## config.mk

```make
export PLATFORM = sky130hd
export DESIGN_NAME = pipeline_stall_ctrl
export DESIGN_NICKNAME = d
export VERILOG_FILES = /design/src/rtl/pipeline_stall_ctrl.sv
export SDC_FILE = /design/constraint.sdc
export NUM_CORES = 1
export LEC_CHECK = 0
export CORE_MARGIN = 2
export CORE_UTILIZATION = 50
export CTS_CLUSTER_DIAMETER = 80
export DETAILED_ROUTE_END_ITERATION = 16
export HOLD_SLACK_MARGIN = 0.03
export PLACE_DENSITY = 0.82
export SYNTH_ARGS = -nofsm -noshare
export SYNTH_HDL_FRONTEND = slang
export SYNTH_SLANG_ARGS = --single-unit
```

## constraint.sdc

```tcl
create_clock -name clk_i -period 2.74 [get_ports clk_i]
set_clock_uncertainty 0.05 [all_clocks]
set_input_delay 0.548 -clock clk_i [delete_from_list [all_inputs] [get_ports clk_i]]
set_output_delay 0.548 -clock clk_i [all_outputs]
set_load 0.01 [all_outputs]
```

## src/rtl/pipeline_stall_ctrl.sv

```systemverilog
// pipeline_stall_ctrl
//   Stall/flush sequencer for the 5-stage pipeline. Merges the ID-stage hazard
//   freeze, the EXE branch-taken flush and multi-cycle SRAM accesses from MEM
//   into per-stage hold/flush/bubble controls. Runs the SRAM wait FSM with a
//   timeout, and keeps saturating stall/flush performance counters.
//
// Parameters
//   TIMEOUT  max MEM_WAIT cycles without sram_ready before forced release (>=2)
//   CNT_W    width of the performance counters
//
// Ports
//   clk_i            system clock, rising edge
//   rst_ni           asynchronous active-low reset
//   hazard_i         data-hazard freeze request (ID stage)
//   branch_taken_i   branch resolved taken in EXE this cycle
//   mem_req_i        MEM-stage instruction accesses SRAM
//   sram_ready_i     SRAM access complete
//   cnt_clr_i        synchronous clear of counters and mem_timeout
//   hold_pc_o        PC keeps its value
//   hold_if_id_o     IF/ID keeps its value
//   flush_if_id_o    IF/ID loads a NOP
//   bubble_id_exe_o  ID/EXE loads a NOP
//   hold_exe_mem_o   ID/EXE, EXE/MEM and MEM/WB hold
//   sram_start_o     one-cycle pulse launching the SRAM access
//   mem_timeout_o    sticky: an access was released by timeout
//   stall_cnt_o      cycles with hold_pc set, saturating
//   flush_cnt_o      branch flushes performed, saturating
module pipeline_stall_ctrl #(
  parameter int unsigned TIMEOUT = 16,
  parameter int unsigned CNT_W   = 16
) (
  input  logic             clk_i,
  input  logic             rst_ni,
  input  logic             hazard_i,
  input  logic             branch_taken_i,
  input  logic             mem_req_i,
  input  logic             sram_ready_i,
  input  logic             cnt_clr_i,
  output logic             hold_pc_o,
  output logic             hold_if_id_o,
  output logic             flush_if_id_o,
  output logic             bubble_id_exe_o,
  output logic             hold_exe_mem_o,
  output logic             sram_start_o,
  output logic             mem_timeout_o,
  output logic [CNT_W-1:0] stall_cnt_o,
  output logic [CNT_W-1:0] flush_cnt_o
);

  localparam int unsigned WaitW = (TIMEOUT > 2) ? $clog2(TIMEOUT) : 1;
  localparam logic [WaitW-1:0] WaitLast = WaitW'(TIMEOUT - 1);
  localparam logic [CNT_W-1:0] CntMax   = '1;

  typedef enum logic [0:0] {StRun, StMemWait} state_e;

  state_e             state_q, state_d;
  logic [WaitW-1:0]   wait_cnt_q, wait_cnt_d;
  logic [CNT_W-1:0]   stall_cnt_q, stall_cnt_d;
  logic [CNT_W-1:0]   flush_cnt_q, flush_cnt_d;
  logic               mem_timeout_q, mem_timeout_d;

  logic hold_pc, hold_if_id, flush_if_id, bubble_id_exe, hold_exe_mem, sram_start;
  logic release_w;
  logic timeout_hit;

  // Next state and stage controls
  always_comb begin
    state_d       = state_q;
    wait_cnt_d    = wait_cnt_q;
    hold_pc       = 1'b0;
    hold_if_id    = 1'b0;
    flush_if_id   = 1'b0;
    bubble_id_exe = 1'b0;
    hold_exe_mem  = 1'b0;
    sram_start    = 1'b0;
    release_w     = 1'b0;
    timeout_hit   = 1'b0;

    unique case (state_q)
      StRun: begin
        if (mem_req_i) begin
          // Hazard/branch are re-evaluated once the hold releases.
          sram_start   = 1'b1;
          hold_pc      = 1'b1;
          hold_if_id   = 1'b1;
          hold_exe_mem = 1'b1;
          state_d      = StMemWait;
          wait_cnt_d   = '0;
        end else if (branch_taken_i) begin
          // A concurrent hazard belongs to an instruction being flushed.
          flush_if_id   = 1'b1;
          bubble_id_exe = 1'b1;
        end else if (hazard_i) begin
          hold_pc       = 1'b1;
          hold_if_id    = 1'b1;
          bubble_id_exe = 1'b1;
        end
      end
      StMemWait: begin
        release_w    = sram_ready_i | (wait_cnt_q == WaitLast);
        hold_pc      = ~release_w;
        hold_if_id   = ~release_w;
        hold_exe_mem = ~release_w;
        if (release_w) begin
          state_d     = StRun;
          timeout_hit = ~sram_ready_i;
        end else begin
          wait_cnt_d = wait_cnt_q + WaitW'(1);
        end
      end
      default: state_d = StRun;
    endcase

    // Outputs are forced low for as long as reset is asserted.
    if (!rst_ni) begin
      hold_pc       = 1'b0;
      hold_if_id    = 1'b0;
      flush_if_id   = 1'b0;
      bubble_id_exe = 1'b0;
      hold_exe_mem  = 1'b0;
      sram_start    = 1'b0;
      timeout_hit   = 1'b0;
    end
  end

  // Performance counters and sticky timeout flag; clear wins over update.
  always_comb begin
    stall_cnt_d   = stall_cnt_q;
    flush_cnt_d   = flush_cnt_q;
    mem_timeout_d = mem_timeout_q;
    if (cnt_clr_i) begin
      stall_cnt_d   = '0;
      flush_cnt_d   = '0;
      mem_timeout_d = 1'b0;
    end else begin
      if (hold_pc && (stall_cnt_q != CntMax)) begin
        stall_cnt_d = stall_cnt_q + CNT_W'(1);
      end
      if (flush_if_id && (flush_cnt_q != CntMax)) begin
        flush_cnt_d = flush_cnt_q + CNT_W'(1);
      end
      if (timeout_hit) begin
        mem_timeout_d = 1'b1;
      end
    end
  end

  always_ff @(posedge clk_i or negedge rst_ni) begin
    if (!rst_ni) begin
      state_q       <= StRun;
      wait_cnt_q    <= '0;
      stall_cnt_q   <= '0;
      flush_cnt_q   <= '0;
      mem_timeout_q <= 1'b0;
    end else begin
      state_q       <= state_d;
      wait_cnt_q    <= wait_cnt_d;
      stall_cnt_q   <= stall_cnt_d;
      flush_cnt_q   <= flush_cnt_d;
      mem_timeout_q <= mem_timeout_d;
    end
  end

  assign hold_pc_o       = hold_pc;
  assign hold_if_id_o    = hold_if_id;
  assign flush_if_id_o   = flush_if_id;
  assign bubble_id_exe_o = bubble_id_exe;
  assign hold_exe_mem_o  = hold_exe_mem;
  assign sram_start_o    = sram_start;
  assign mem_timeout_o   = mem_timeout_q;
  assign stall_cnt_o     = stall_cnt_q;
  assign flush_cnt_o     = flush_cnt_q;

endmodule

```

Word level (Yosys, flattened, before mapping):

Index checks and enable logic that the tools add are counted.

* logic and storage cells: 55
* output and inout port bits: 39
* input port bits: 7
* register bits: 38

* equality and inequality tests: 5
* multiplexer cells: 32
* bitwise gates (word level): 4
* reductions and logical operators: 6
* add/subtract/negate cells: 3

Operator list (number)
* $mux W16: 4
* $add A16 B1 Y16 const B: 2
* $ne A16 B16 Y1 const B: 2
* $mux W1: 22
* $mux W4: 2
* $pmux W4 S2: 1
* $pmux W1 S2: 3
* $reduce_bool A2 Y1: 3
* $add A4 B1 Y4 const B: 1
* $eq A4 B4 Y1 const B: 1
* $ne A2 B2 Y1 const B: 2
* $not A1 Y1: 3
* $logic_and A1 B1 Y1: 2
* $reduce_and A2 Y1: 1
* $or A1 B1 Y1: 1

Longest topological paths before layout:

* depth in word-level cells: 8
* mapped depth: 9
* gate-level depth less buffers: 7

Least setup slack after synthesis:

OpenSTA, ideal clock, no wires.

* path kind: register to output
* start: register wait_cnt_q[0]
* end: output hold_pc_o
* path slack: 0.466 ns
* buffers on the path: 3
* required time: 2.142 ns
* cell stages (with the launch flop): 9
* arrival time: 1.676 ns
* cells stage by stage: dfrtp_1 ha_1 and3_1 nor3_4 o21ai_2 buf_2 clkbuf_1 inv_1 buf_4

* longest elaborated chain between the ends: 5

Ends and longest elaborated chain
* from (decl): RTL line 57 `logic [WaitW-1:0] wait_cnt_q, wait_cnt_d;`
* from (signal assigned): RTL line 157 `wait_cnt_q <= wait_cnt_d;`
* $eq A4 B4 Y1: RTL line 100 `release_w = sram_ready_i | (wait_cnt_q == WaitLast);`
* $or A1 B1 Y1: RTL line 100
* $not A1 Y1
* $pmux W1 S2
* $mux W1
* to (decl): RTL line 39 `output logic hold_pc_o,`

No other way between the ends.

Final worst setup path:

* start: input rst_ni
* end: output flush_if_id_o

* longest elaborated chain between the ends: 1

Ends and longest elaborated chain
* from (decl): RTL line 33 `input logic rst_ni,`
* $mux W1: RTL line 115 `if (!rst_ni) begin`
* to (decl): RTL line 41 `output logic flush_if_id_o,`

No other way between the ends.

==> results.cfg <==
[detailed_routing]
vias = 1843
via_per_inst = 5.796
dr_wl_met3_um = 228
routed.top_layer = met4
antenna_left = 0
drt_iter0_markers = 215
dr.pass1.iters = 4
wl_per_cell_um = 14.14
detailroute.wirelength.met2_mm = 2.185
wl_mm = 4.496
wl_met1_mm = 2.060
drc = 0

[clock_tree]
clockBufferDepth = 2
post_cts_buffers = 0
clock-sinks = 38
numCtsBuffers = 5
cts_tree = done
clkLatencyLatePin_ns = 0.28
h-tree-depth = 2
clk_pin_slew_ns = 0.07
root_buffer = clkbuf_8

[floorplan]
core_area_sq_um = 4029
rows = 23
dieArea_sq_um = 4760
ios = 46
start_util = 0.5242
die_h_um = 68.99
die_x_um = 68.99

[logic_synthesis]
synth_common_cells = dfrtp_1 (38), nor2_1 (22), a21oi_1 (18)
synth-seq-area-share = 0.4502
synth_edf_count = 0
ys_ff_latch = 38
synth_top_cell_area_share = 0.4502
synth.yosys.warnings = 0
synthCells = 220
ys_types = 46
ys_top_cells_by_area = dfrtp_1 (45%), a21oi_1 (4.3%), nor2_1 (3.9%)
yosysMostFrequentCell = dfrtp_1
syn_nets = 230
syn_avg_cell_area_sq_um = 9.600
post-synth-top-area-cell = dfrtp_1
async_reset_ff_frac = 1.000
synth_area_sq_um = 2112
yosys_most_used_dff = dfrtp_1

[global_route]
grt_max_degree = 29
antenna_found_initial = 0
grt.overflow.total = 0
grt_use_total = 0.2056
grt_pass1_vias = 1658
grt_pass1_wl_mm = 7.314

[worst_setup_path]
critPathLaunchType = input port
worstPathRequired_ns = 2.14
crit_slowest_cell = clkdlybuf4s50_1
crit_path_cell_trace = dlygate4sd3_1, clkbuf_4, nand4bb_1, inv_1, clkdlybuf4s50_1
worstSetupEndpointType = output pin
cp_max_fo = 8
cp_top_family = buffers and inverters
critPathArrivalTime_ns = 2.08
path_class = in2out
critPathBufInv = 4
max_stage_delay_ns = 0.55

[outcome]
status = completed

[final_layout]
fin_cells = 318
syn_to_final_growth_pct = 28.79
utilization = 0.6752
drive_gt1_frac = 0.09701
diodes = 0
final_nets = 279
fillerInstances = 346

[power_and_ir_drop]
power_leakage_nw = 1.130
power.density_nw_per_um2 = 402.9
ir_worst_vdd_v = 0.0003428

[place]
portBuffers = 45
hpwl_mm = 3.204
place.gp.congestion = 0.7747
place_inst = 311
dp_slack_ns = 0.06408

[sta]
relSlewSlack = 0.5915
finalMaxSlewViolations = 0
setup_slack_ns = 0.06056
setup_viol = 0
fmax_ghz = 0.3732
finalHoldViolCount = 0
setup_tns_ns = 0
post-route-period-util = 0.9779
rsz0062_at_grt = false
fin_crit_ns = 2.679
tightestPinTransition_ns = 0.6108

[flow_run]
max_cap_viol_count = 0

[worst_hold_path]
worst_hold_path_type = reg2reg
[cells in the final DEF, fill, tap and decap left out, types with 3 or more instances in the layout]
| cell type | n |
|---|---|
| clkdlybuf4s50_1 | 42 |
| dfrtp_1 | 38 |
| nor2_1 | 22 |
| a21oi_1 | 18 |
| nand3_1 | 12 |
| o31ai_1 | 11 |
| nand2_1 | 10 |
| or4_1 | 10 |
| xor2_1 | 8 |
| xnor2_1 | 8 |
| buf_4 | 8 |
| inv_1 | 7 |
| nand4_1 | 7 |
| and3_1 | 6 |
| clkbuf_8 | 6 |
| nor2b_1 | 5 |
| nor3_1 | 5 |
| mux2_2 | 4 |
| o21ai_0 | 3 |
| and4_1 | 3 |
| ha_1 | 3 |
[worst reg2reg max path, cell delays in order (launching register included)]
cell and delay (ns):
dfrtp_1 0.42, and2_1 0.27, nand3_1 0.27, nor2_1 0.52, buf_4 0.28, nor3b_1 0.07, mux2_2 0.27
[stage by stage]
| stage | instance area (sq um) | hold slack (ns) | power (mW) |
|---|---|---|---|
| after CTS | 2713 | 0.4569 | 1.105 |
| after detailed placement | 2620 | 0.3254 | 0.7359 |
| final | 2720 | 0.4553 | 1.096 |
| after global placement | 2620 | 0.3270 | 0.7333 |
| after floorplan | 2112 | 0.2024 | 0.6750 |
| after global routing | 2720 | 0.5186 | 1.153 |
[metal layers]
metal / GRT usage / vias to the layer above
met4: 0.06127 / 0
met3: 0.05032 / 4
li1: - / 907
met1: 0.2683 / 890
met2: 0.3389 / 42
met5: 0 / -
[what timing repair did]
item / CTS / global route
hold buffers: 1 / 0
endpoints found under the hold margin: 1 / 0
setup endpoints to repair: 0 / 3
resized for setup: 0 / 3
[cells by family (layout without fill, tap and decap cells)]
family / Yosys count / after routing / synth area share
AO/OA/AOI/OAI: 41 / 41 / 0.1244
AND/OR/NAND/NOR: 97 / 97 / 0.2725
flip-flops: 38 / 38 / 0.4502
multiplexers: 5 / 5 / 0.02607
XOR/XNOR: 16 / 16 / 0.06635
adder cells (fa/ha/maj): 3 / 3 / 0.01777
buffers and inverters: 20 / 68 / 0.04265
[path summary, 6_finish.rpt]
| path | startpoint | to | slack, ns | depth (start not counted) |
|---|---|---|---|---|
| max reg2reg | stall_cnt_o[5] | stall_cnt_o[5] | 0.47 | 6 |
| min reg2reg | wait_cnt_q[2] | wait_cnt_q[2] | 0.46 | 1 |
| min | wait_cnt_q[2] | wait_cnt_q[2] | 0.46 | 1 |
| max in group asynchronous | rst_ni | flush_cnt_o[11] | 1.59 | 3 |
| min in group asynchronous | rst_ni | wait_cnt_q[0] | 0.60 | 2 |
| max | rst_ni | flush_if_id_o | 0.06 | 5 |
[power breakdown]
| part | internal [mW] | switching [mW] | total [mW] | leakage [nW] |
|---|---|---|---|---|
| combinational | 0.0608 | 0.0702 | 0.131 | 0.561 |
| sequential | 0.577 | 0.0168 | 0.594 | 0.526 |
| clock | 0.194 | 0.177 | 0.371 | 0.0431 |
[area by class of cell]
cell class              instances  area [sq um]  share of cell area
flip-flops and latches         38         950.9              0.3496
clock buffers                   6         82.58             0.03036
well taps                      50         62.56             0.02300
inverters                       8         30.03             0.01104
multi-input cells             162          1071              0.3937
repair buffers                 54         523.0              0.1923
[flip-flops by register name (all words and copies together), names as in the netlist]
name           flops
mem_timeout_o      1
state_q            1
stall_cnt_o       16
flush_cnt_o       16
wait_cnt_q         4
No activity file was read; power rests on OpenSTA's default activity.
